===== src/rtl/seq_generator.sv =====
// seq_generator: serial bit-stream transmitter.
// Accepts WIDTH-bit words over a valid/ready handshake and shifts each one out
// MSB-first on sout, one bit per clock, flagging the final bit with done.
// GAP idle cycles separate consecutive words.
// Optional feature: define SEQ_GENERATOR_PARITY_EN to append one even-parity
// bit after the data bits of every word.
module seq_generator #(
  parameter int WIDTH = 9,
  parameter int GAP   = 0
) (
  input  logic             clk,
  input  logic             rst,
  input  logic [WIDTH-1:0] din,
  input  logic             din_valid,
  output logic             din_ready,
  output logic             sout,
  output logic             sout_valid,
  output logic             done,
  output logic             busy
);

  localparam int CNT_W = $clog2(WIDTH);
  localparam int GAP_W = (GAP > 0) ? $clog2(GAP + 1) : 1;

  localparam logic [CNT_W-1:0] CNT_LOAD = CNT_W'(WIDTH - 1);
  localparam logic [CNT_W-1:0] CNT_ONE  = CNT_W'(1);

  // The IDLE cycle that precedes the next acceptance is the last idle cycle
  // on the line, so the GAP state itself only covers the first GAP-1 of them.
  // That keeps the spacing between words at exactly GAP invalid cycles.
  localparam bit               USE_GAP_STATE = (GAP > 1);
  localparam logic [GAP_W-1:0] GAP_LOAD      = (GAP > 1) ? GAP_W'(GAP - 2) : '0;
  localparam bit               NO_GAP        = (GAP == 0);

`ifdef SEQ_GENERATOR_PARITY_EN
  localparam bit PARITY_EN = 1'b1;
`else
  localparam bit PARITY_EN = 1'b0;
`endif

  typedef enum logic [1:0] {
    S_IDLE,
    S_SHIFT,
`ifdef SEQ_GENERATOR_PARITY_EN
    S_PARITY,
`endif
    S_GAP
  } state_t;

  state_t           state_q;
  logic [WIDTH-1:0] shreg_q;
  logic [CNT_W-1:0] bit_cnt_q;
  logic [GAP_W-1:0] gap_cnt_q;
  logic             sout_q;
  logic             sout_valid_q;
  logic             done_q;
`ifdef SEQ_GENERATOR_PARITY_EN
  logic             parity_q;
`endif

  logic accept;

  // Ready depends only on state and bit counter, never on din_valid.
  always_comb begin
    din_ready = 1'b0;
    case (state_q)
      S_IDLE:   din_ready = 1'b1;
      S_SHIFT:  din_ready = (bit_cnt_q == '0) && NO_GAP && !PARITY_EN;
`ifdef SEQ_GENERATOR_PARITY_EN
      S_PARITY: din_ready = NO_GAP;
`endif
      default:  din_ready = 1'b0;
    endcase
  end

  assign accept = din_valid && din_ready;

  // Transmit FSM with registered serial outputs; a new word always wins.
  always_ff @(posedge clk or negedge rst) begin
    if (!rst) begin
      state_q      <= S_IDLE;
      shreg_q      <= '0;
      bit_cnt_q    <= '0;
      gap_cnt_q    <= '0;
      sout_q       <= 1'b0;
      sout_valid_q <= 1'b0;
      done_q       <= 1'b0;
`ifdef SEQ_GENERATOR_PARITY_EN
      parity_q     <= 1'b0;
`endif
    end else if (accept) begin
      // MSB goes straight onto the line; the remaining bits wait in shreg_q.
      state_q      <= S_SHIFT;
      shreg_q      <= {din[WIDTH-2:0], 1'b0};
      bit_cnt_q    <= CNT_LOAD;
      sout_q       <= din[WIDTH-1];
      sout_valid_q <= 1'b1;
      done_q       <= 1'b0;
`ifdef SEQ_GENERATOR_PARITY_EN
      parity_q     <= ^din;
`endif
    end else begin
      case (state_q)
        S_IDLE: begin
          sout_q       <= 1'b0;
          sout_valid_q <= 1'b0;
          done_q       <= 1'b0;
        end

        S_SHIFT: begin
          if (bit_cnt_q != '0) begin
            // Present the next bit; done rides with the last data bit
            // unless a parity bit follows.
            sout_q       <= shreg_q[WIDTH-1];
            sout_valid_q <= 1'b1;
            shreg_q      <= {shreg_q[WIDTH-2:0], 1'b0};
            bit_cnt_q    <= bit_cnt_q - CNT_ONE;
            done_q       <= (bit_cnt_q == CNT_ONE) && !PARITY_EN;
          end else begin
`ifdef SEQ_GENERATOR_PARITY_EN
            state_q      <= S_PARITY;
            sout_q       <= parity_q;
            sout_valid_q <= 1'b1;
            done_q       <= 1'b1;
`else
            sout_q       <= 1'b0;
            sout_valid_q <= 1'b0;
            done_q       <= 1'b0;
            if (USE_GAP_STATE) begin
              state_q   <= S_GAP;
              gap_cnt_q <= GAP_LOAD;
            end else begin
              state_q   <= S_IDLE;
            end
`endif
          end
        end

`ifdef SEQ_GENERATOR_PARITY_EN
        S_PARITY: begin
          sout_q       <= 1'b0;
          sout_valid_q <= 1'b0;
          done_q       <= 1'b0;
          if (USE_GAP_STATE) begin
            state_q   <= S_GAP;
            gap_cnt_q <= GAP_LOAD;
          end else begin
            state_q   <= S_IDLE;
          end
        end
`endif

        S_GAP: begin
          sout_q       <= 1'b0;
          sout_valid_q <= 1'b0;
          done_q       <= 1'b0;
          if (gap_cnt_q == '0) begin
            state_q <= S_IDLE;
          end else begin
            gap_cnt_q <= gap_cnt_q - GAP_W'(1);
          end
        end

        default: begin
          state_q      <= S_IDLE;
          sout_q       <= 1'b0;
          sout_valid_q <= 1'b0;
          done_q       <= 1'b0;
        end
      endcase
    end
  end

  assign sout       = sout_q;
  assign sout_valid = sout_valid_q;
  assign done       = done_q;
  assign busy       = (state_q != S_IDLE);

endmodule

===== config.mk =====
export PLATFORM = sky130hd
export DESIGN_NAME = seq_generator
export DESIGN_NICKNAME = d
export VERILOG_FILES = /design/src/rtl/seq_generator.sv
export SDC_FILE = /design/constraint.sdc
export NUM_CORES = 1
export LEC_CHECK = 0
export BUFFER_PORTS_ARGS = -buffer_cell sky130_fd_sc_hd__buf_2
export CORE_ASPECT_RATIO = 1.25
export CORE_UTILIZATION = 40
export DETAILED_ROUTE_END_ITERATION = 10
export GPL_ROUTABILITY_DRIVEN = 0
export PLACE_DENSITY = 0.76
export SYNTH_ARGS = -nofsm -noshare
export SYNTH_HDL_FRONTEND = slang
export SYNTH_SLANG_ARGS = --single-unit

===== constraint.sdc =====
create_clock -name clk -period 1.5 [get_ports clk]
set_clock_uncertainty 0.1 [all_clocks]
set_input_delay 0.3 -clock clk [delete_from_list [all_inputs] [get_ports clk]]
set_output_delay 0.3 -clock clk [all_outputs]
set_load 0.005 [all_outputs]

==> results by group, run 1 <==
Logic synthesis
  – Mapped Avg Cell Area: 11.2 sq um
  – Mapped Nets: 85
  – Seq/Total Area, Yosys: 51.0%
  – Synth cell types: 23
  – Synth top area cells: dfrtp_1, mux2i_1, nor3_1, ha_1, a21oi_1
  – Post-synth top area cell: dfrtp_1
  – Synth Register Bits: 16
  – Post-synth top area share: 51.0%
  – Yosys warns: 0
  – Post-synthesis instance area: 785 sq um
  – Syn Inst Count: 70

Drt
  – TritonRoute pass-1 iters: 4
  – Total Routed Length: 1.98 mm
  – Via/cell ratio: 5.37
  – # DRC: 0
  – Wire length per cell: 15.2 um
  – DRT antenna net count: 0
  – Iter 0 DRT Violations: 2
  – Total vias in the final route: 698

GRT
  – Gr ovfl total: 0
  – Vias in the first global route: 641
  – First-pass GRT wire length: 2.62 mm
  – Overall Global Routing Usage: 16.4%
  – Maximum number of pins on one net before global-route repair: 17
  – Antenna violations before repair: 0

Setup path
  – Worst setup SP type: flop
  – Worst Reg-to-Reg Cells: 7
  – Worst endpoint data arrival time: 1.36 ns
  – Worst path required time: 1.10 ns
  – Kind of critical path: reg -> out
  – CP endpoint kind: output port
  – Max FO, Critical Path: 2

Placement
  – Post-DP HPWL: 1.22 mm
  – IO Port Bufs: 16
  – Placed Cells: 116

Floorplan
  – Total core area: 0.00181 sq mm
  – Starting density of the core: 43.4%
  – Die X: 41.6 um
  – I/O pins: 17
  – Die Height: 51.5 um
  – Die ar.: 0.00214 sq mm
  – Core Rows: 17

Power
  – Peak VDD IR: 1.05 mV
  – Pleak: 0.600 nW
  – Pwr/cell area: 2010 mW/mm^2

STA
  – Final slew viol count: 0
  – Crit share post-route: 117%
  – Slew @ Worst Pin: 0.354 ns
  – Final Hold Viols: 0
  – Fin Setup TNS: -1.78 ns
  – Final worst slack: -0.255 ns
  – Max Fclk: 0.570 GHz
  – Slew margin rel.: 76.4%
  – Final Critical Period: 1.76 ns
  – Setup-failing EPs final: 14
  – RSZ-0062 raised after global routing: yes

Clocking
  – Clock slew at reported path FFs: 0.10 ns
  – CTS tree: yes
  – Clock Sinks: 16
  – CTS buffer count: 3
  – H-tree depth: 1
  – Max Buffers Root-to-Sink: 2
  – CTS Root Cell: clkbuf_4
  – Clock insertion delay at the later pin of the skew report: 0.29 ns

Final layout
  – Synth-to-layout area growth: 58.5%
  – Diodes inserted: 0
  – Nets: 127
  – Fraction of layout cells with a size suffix above 1: 64.9%
  – Final Non-Filler Cells: 130

Outcome
  – Failing checks: negative setup slack
  – Outcome: complete, but fails checks

Worst hold path
  – Hold Path Stages: 3
  – Hold crit path type: in -> reg

Run
  – Max cap viols: 0
==> flip-flops by register name (all words and copies together) (netlist names) <==
name        cells
shreg_q         8
bit_cnt_q       4
done            1
sout            1
sout_valid      1
state_q         1
==> synth_stat cells, drive strengths merged <==
cell and number:
a21oi 7, a31o 1, buf 3, clkbuf 1, dfrtp 16, ha 3
inv 7, mux2i 10, nand2 1, nand3 1, nor2 2, nor3 9
nor3b 1, nor4b 1, o211ai 1, o21ai 2, o221a 1, or2 1
or3 1, or4b 1
==> layout by cell type, fill, tap and decap left out, drive strengths merged <==
master       instances
clkbuf               4
or2                  1
nor4b                1
nand3                1
buf                 40
or3                  1
nor2                 2
ha                   3
dfrtp               16
or4b                 1
a21oi                7
dlygate4sd3          1
o211ai               1
o221a                1
o21ai                2
mux2i               10
nor3b                1
nor3                 9
a31o                 1
inv                  7
nand2                1
==> what timing repair did <==
item,in CTS,in global routing
setup endpoints to repair,14,15
buffers inserted,6,4
gates resized for setup,7,28
pin swaps,1,6
hold endpoints to repair,16,0
hold buffers,1,0
==> path summary, 6_finish.rpt <==
check / from / to / slack (ns)
worst max-delay path: bit_cnt_q[1] / din_ready / -0.26
worst max register to register: bit_cnt_q[1] / bit_cnt_q[2] / -0.22
min in group asynchronous: rst / sout / 0.34
worst min-delay path: din[8] / sout / 0.15
max in group asynchronous: rst / bit_cnt_q[1] / 0.71
worst min register to register: shreg_q[8] / sout / 0.44
==> where the power goes <==
part / switching, mW / internal (mW)
logic: 0.644 / 0.841
registers: 0.117 / 0.609
clock network: 0.144 / 0.148
total: 0.905 / 1.60
==> stage by stage <==
step                area (sq um)  setup WS [ns]  hold WS (ns)  util (%)  total power [mW]
finish                      1240         -0.255         0.152      68.8              2.50
global route                1240         -0.362         0.175      68.8              2.65
CTS                         1080         -0.225         0.141      59.8              2.11
detailed placement           972         -0.122         0.130      53.8              1.65
global placement             972        -0.0886         0.124      53.8              1.60
floorplan                    797         -0.119       -0.0956         -              1.27
==> cell families after synthesis <==
group           Yosys count  share of synthesized area (%)
compound gates           12                           9.89
simple gates             18                           13.4
mux                      10                           12.8
flops                    16                           51.0
fa+ha+maj                 3                           4.79
buf+inv                  11                           8.13
==> critical path, stage by stage (launching register included) <==
cell and delay (ns):
dfrtp_1 0.40, inv_2 0.09, ha_4 0.13, nor3b_4 0.21, nor2_2 0.08, inv_2 0.07, buf_6 0.09
==> layer usage <==
metal	vias up	part of all wire [%]	global-route usage (%)
met5	-	0	0
met4	0	2.1	8.06
met3	4	2.8	2.43
met2	21	54	31.8
met1	339	41	17.0
li1	334	-	-
==> layout make-up <==
class	count	area [sq um]
Clock buffer	4	36.3
Fill cell	124	564
Inverter	7	26.3
Multi-Input combinational cell	43	454
Sequential cell	16	400
Tap cell	19	23.8
Timing Repair Buffer	41	303
No activity file was read; power rests on OpenSTA's default activity.
==> run 2, diff against run 1 <==
--- a/config.mk
+++ b/config.mk
@@ -7,10 +7,11 @@
 export LEC_CHECK = 0
 export BUFFER_PORTS_ARGS = -buffer_cell sky130_fd_sc_hd__buf_2
 export CORE_ASPECT_RATIO = 1.25
-export CORE_UTILIZATION = 40
+export CORE_UTILIZATION = 46
 export DETAILED_ROUTE_END_ITERATION = 10
 export GPL_ROUTABILITY_DRIVEN = 0
-export PLACE_DENSITY = 0.76
+export GPL_TIMING_DRIVEN = 0
+export PLACE_DENSITY = 0.81
 export SYNTH_ARGS = -nofsm -noshare
 export SYNTH_HDL_FRONTEND = slang
 export SYNTH_SLANG_ARGS = --single-unit
==> constraint.sdc (replaced) <==
create_clock -name clk -period 2.1 [get_ports clk]
set_clock_uncertainty 0.1 [all_clocks]
set_input_delay 0.42 -clock clk [delete_from_list [all_inputs] [get_ports clk]]
set_output_delay 0.42 -clock clk [all_outputs]
set_load 0.005 [all_outputs]
==> run 2 against run 1 <==
Compared with the run above:
- the flow now finishes without violations
- power decreased by 45%
- sequential share of layout area increased by 7.5 points
- setup slack gained 0.32 ns
- clock-buffer cell count stayed put
- via count decreased by 11%
- worst hold slack improved by 0.12 ns
- final area shrank 19%
- critical path type unchanged
- largest power group unchanged
==> results by group, run 2 (synthesized netlist as in run 1, its figures left out) <==
Clocking
  – CTS buffer count: 3
  – CTS tree: yes
  – CTS Root Cell: clkbuf_4
  – H-tree depth: 1
  – Clock Sinks: 16
  – Clock insertion delay at the later pin of the skew report: 0.30 ns
  – Max Buffers Root-to-Sink: 2
  – Clock slew at reported path FFs: 0.10 ns

Setup path
  – Critical R2R Launch: bit_cnt_q[1]
  – CP endpoint kind: output port
  – CP startpoint: bit_cnt_q[1]
  – Critical R2R Capture: bit_cnt_q[2]
  – Worst endpoint data arrival time: 1.52 ns
  – Worst setup SP type: flop
  – Max FO, Critical Path: 5
  – Worst path required time: 1.58 ns
  – Kind of critical path: reg -> out
  – Worst Reg-to-Reg Cells: 7
  – Worst R2R Setup Slack: 0.28 ns

Drt
  – TritonRoute pass-1 iters: 4
  – # DRC: 0
  – Iter 0 DRT Violations: 10
  – Wire length per cell: 13.6 um
  – Via/cell ratio: 5.33
  – DRT antenna net count: 0
  – Total vias in the final route: 624
  – Total Routed Length: 1.60 mm

STA
  – Max Fclk: 0.491 GHz
  – WHS: 0.270 ns
  – Slew @ Worst Pin: 0.349 ns
  – Final worst slack: 0.0624 ns
  – Setup-failing EPs final: 0
  – Final slew viol count: 0
  – Fin Setup TNS: 0 ns
  – Slew margin rel.: 76.6%
  – Crit share post-route: 97.0%
  – Final Critical Period: 2.04 ns
  – Final Hold Viols: 0

Worst hold path
  – Hold crit path type: in -> reg
  – Hold Crit Endpoint: sout
  – Hold Startpoint: din[8]
  – Hold Path Stages: 3

Floorplan
  – Core Rows: 16
  – Die Height: 48.2 um
  – Starting density of the core: 49.6%
  – I/O pins: 17
  – Die ar.: 0.00188 sq mm
  – Total core area: 0.00158 sq mm
  – Die X: 38.9 um

Final layout
  – Nets: 115
  – Top reg by flops: shreg_q
  – FILL cells: 128
  – Top Registers: shreg_q x8, bit_cnt_q x4
  – Commonest non-fill, non-tap cells in the layout: buf_2, dfrtp_1, mux2i_1, nor3_1, buf_4
  – Synth-to-layout area growth: 28.5%
  – Max reg flops: 8
  – Fraction of layout cells with a size suffix above 1: 40.4%
  – Fin util: 63.8%
  – Register area: 400 sq um
  – Area of the multi-input gates: 329 sq um
  – Diodes inserted: 0

Power
  – Pwr/cell area: 1360 mW/mm^2
  – Pleak: 0.521 nW
  – Peak VDD IR: 0.649 mV
  – Pwr Total: 1.37 mW

Placement
  – Post-DP HPWL: 1.02 mm
  – IO Port Bufs: 15
  – Dpl ws: 0.136 ns

GRT
  – Gr ovfl total: 0
  – Vias in the first global route: 546
  – Antenna violations before repair: 0
  – First-pass GRT wire length: 2.33 mm
  – Overall Global Routing Usage: 18.4%
  – Maximum number of pins on one net before global-route repair: 17

Outcome
  – Outcome: complete, no violations

Run
  – Max cap viols: 0
-- run 2: routing by layer --
metal,vias to the layer above,routed length [um],track usage (%)
met3,5,68,2.74
met4,0,40,10.3
li1,303,-,-
met1,291,690,21.9
met5,-,0,0
met2,25,798,31.7
-- run 2: area by class of cell --
class | count | area share, %
timing repair buffer | 25 | 15.1
sequential | 16 | 39.7
inverter | 7 | 2.61
multi-input combinational | 43 | 32.6
clock buffer | 4 | 3.60
tap | 18 | 2.23
buffer | 4 | 4.09
-- run 2: critical path, stage by stage (launching register included) --
cell,delay (ns)
dfrtp_1,0.39
inv_2,0.07
ha_1,0.18
nor3b_4,0.16
nor2_2,0.13
inv_2,0.06
buf_6,0.12
buf_2,0.12
-- run 2: what timing repair did --
item                                   4_1_cts  5_1_grt
setup endpoints to repair                    1        1
setup buffers                                2        7
pin swaps                                    0        0
endpoints found under the hold margin       16        0
hold buffers                                 1        0
resized for setup                            5        0
-- run 2: power breakdown --
part / switching [mW] / total (mW) / internal, mW
Combinational: 0.289 / 0.647 / 0.357
Sequential: 0.0860 / 0.521 / 0.435
Clock: 0.101 / 0.207 / 0.106
Total: 0.477 / 1.37 / 0.898
-- run 2: worst max path at each step --
stage	endpoint	slack, ns	cells after the start
finish	din_ready	0.06	7
global placement	din_ready	0.18	7
CTS	din_ready	0.009	7
detailed placement	din_ready	0.14	7
global route	din_ready	-0.006	7
floorplan	din_ready	0.43	6
-- run 2: stage by stage --
stage,std cells,area [sq um]
2_1_floorplan,70,785
3_3_place_gp,103,882
5_1_grt,117,1010
3_5_place_dp,103,882
4_1_cts,110,956
6_report,117,1010
==> run 3, diff against run 2 <==
==> constraint.sdc (replaced) <==
create_clock -name clk -period 2.25 [get_ports clk]
set_clock_uncertainty 0.1 [all_clocks]
set_input_delay 0.45 -clock clk [delete_from_list [all_inputs] [get_ports clk]]
set_output_delay 0.45 -clock clk [all_outputs]
set_load 0.005 [all_outputs]
==> run 3 against run 2 <==
Compared with the run above:
- register-to-register slack gained 0.15 ns
- sequential power shrank 6.9%
- largest cell class unchanged
- final area down 5.2%
- critical endpoint unchanged
- largest power group unchanged
==> results by group, run 3 (synthesized netlist as in run 1, its figures left out) <==
GRT
  – Antenna violations before repair: 0
  – First-pass GRT wire length: 2.22 mm
  – Overall Global Routing Usage: 17.5%
  – Maximum number of pins on one net before global-route repair: 17
  – Gr ovfl total: 0
  – Vias in the first global route: 516

Setup path
  – Worst setup SP type: flop
  – Worst path required time: 1.70 ns
  – Worst endpoint data arrival time: 1.60 ns
  – Critical R2R Launch: bit_cnt_q[1]
  – CP endpoint kind: output port
  – Critical R2R Capture: bit_cnt_q[2]
  – Worst Reg-to-Reg Cells: 7
  – Max FO, Critical Path: 10
  – Worst R2R Setup Slack: 0.43 ns
  – Kind of critical path: reg -> out

STA
  – Slew margin rel.: 76.4%
  – Crit share post-route: 95.7%
  – Setup-failing EPs final: 0
  – Max Fclk: 0.464 GHz
  – Final slew viol count: 0
  – RSZ-0062 raised after global routing: no
  – Final Hold Viols: 0
  – Final Critical Period: 2.15 ns
  – Final worst slack: 0.0969 ns
  – Fin Setup TNS: 0 ns
  – Slew @ Worst Pin: 0.351 ns

Clocking
  – H-tree depth: 1
  – CTS tree: yes
  – Clock Sinks: 16
  – Clock slew at reported path FFs: 0.09 ns
  – Clock insertion delay at the later pin of the skew report: 0.29 ns
  – CTS Root Cell: clkbuf_4
  – CTS buffer count: 3
  – Max Buffers Root-to-Sink: 2

Final layout
  – Synth-to-layout area growth: 21.9%
  – Register area: 400 sq um
  – Top Registers: shreg_q x8, bit_cnt_q x4
  – Max reg flops: 8
  – Top reg by flops: shreg_q
  – Nets: 108
  – Diodes inserted: 0
  – FILL cells: 133
  – Final Non-Filler Cells: 110
  – Area of the multi-input gates: 329 sq um
  – Commonest non-fill, non-tap cells in the layout: buf_2, dfrtp_1, mux2i_1, nor3_1, a21oi_1
  – Fraction of layout cells with a size suffix above 1: 35.9%

Drt
  – # DRC: 0
  – TritonRoute pass-1 iters: 4
  – Total Routed Length: 1.42 mm
  – Iter 0 DRT Violations: 4
  – DRT antenna net count: 0
  – Via/cell ratio: 5.35
  – Total vias in the final route: 588
  – Wire length per cell: 12.9 um

Floorplan
  – Die ar.: 0.00188 sq mm
  – Total core area: 0.00158 sq mm
  – Die X: 38.9 um
  – Die Height: 48.2 um
  – Starting density of the core: 49.6%
  – Core Rows: 16
  – I/O pins: 17

Placement
  – Dpl ws: 0.256 ns
  – Placed Cells: 103
  – IO Port Bufs: 15
  – Post-DP HPWL: 1.02 mm

Power
  – Cell-internal power: 0.769 mW
  – Pleak: 0.485 nW
  – Combinational group share of total power: 42.9%
  – Sequential power share: 41.0%
  – Clk pwr share: 16.1%
  – Pwr/cell area: 1240 mW/mm^2
  – Peak VDD IR: 0.495 mV
  – Switching share of total power: 35.0%
  – NetSw: 0.414 mW

Worst hold path
  – Hold Path Stages: 3
  – Hold Startpoint: din[8]
  – Hold Crit Endpoint: sout
  – Hold crit path type: in -> reg

Outcome
  – Outcome: complete, no violations

Run
  – Max cap viols: 0
-- run 3: worst max path at each step --
stage / from / to / slack [ns] / cells after the start
6_report: bit_cnt_q[1] / din_ready / 0.1 / 7
3_3_place_gp: bit_cnt_q[0] / din_ready / 0.30 / 7
2_1_floorplan: bit_cnt_q[0] / din_ready / 0.55 / 6
3_5_place_dp: bit_cnt_q[0] / din_ready / 0.26 / 7
4_1_cts: bit_cnt_q[1] / din_ready / 0.03 / 7
5_1_grt: bit_cnt_q[1] / din_ready / 0.002 / 7
-- run 3: area by class of cell --
| type | count | share of cell area (%) |
|---|---|---|
| tap | 18 | 2.36 |
| inverter | 7 | 2.75 |
| clock buffer | 4 | 3.80 |
| sequential | 16 | 41.9 |
| buffer | 4 | 4.32 |
| timing repair buffer | 18 | 10.5 |
| multi-input combinational | 43 | 34.4 |
-- run 3: what timing repair did --
action,4_1_cts,5_1_grt
buffers inserted,1,1
hold endpoints to repair,16,0
gates resized for setup,3,2
setup endpoints to repair,1,1
hold buffers,1,0
-- run 3: metrics by stage --
step	util [%]	hold slack (ns)	total power [mW]	cell area (sq um)
global route	60.4	0.318	1.28	956
CTS	59.8	0.301	1.18	946
floorplan	-	0.0544	0.827	785
finish	60.4	0.302	1.18	956
global placement	55.8	0.276	0.922	882
detailed placement	55.8	0.280	0.950	882
-- run 3: power by group through the flow --
| stage | sequential [mW] | clock, mW | combinational, mW |
|---|---|---|---|
| detailed placement | 0.490 | 0 | 0.460 |
| global placement | 0.485 | 0 | 0.437 |
| CTS | 0.482 | 0.196 | 0.503 |
| finish | 0.485 | 0.190 | 0.508 |
| floorplan | 0.476 | 0 | 0.351 |
| global route | 0.501 | 0.205 | 0.576 |
-- run 3: per-layer routing --
layer | track usage [%] | part of all wire, %
met5 | 0 | 0
met1 | 21.6 | 43
met3 | 2.74 | 3.2
met4 | 10.3 | 2.5
met2 | 29.0 | 51
-- run 3: critical path: stages, from the launching register on --
cell     delay [ns]
dfrtp_1        0.42
inv_2          0.09
ha_1           0.15
nor3b_4        0.23
nor2_2         0.07
inv_2          0.09
buf_6          0.14
buf_2          0.12
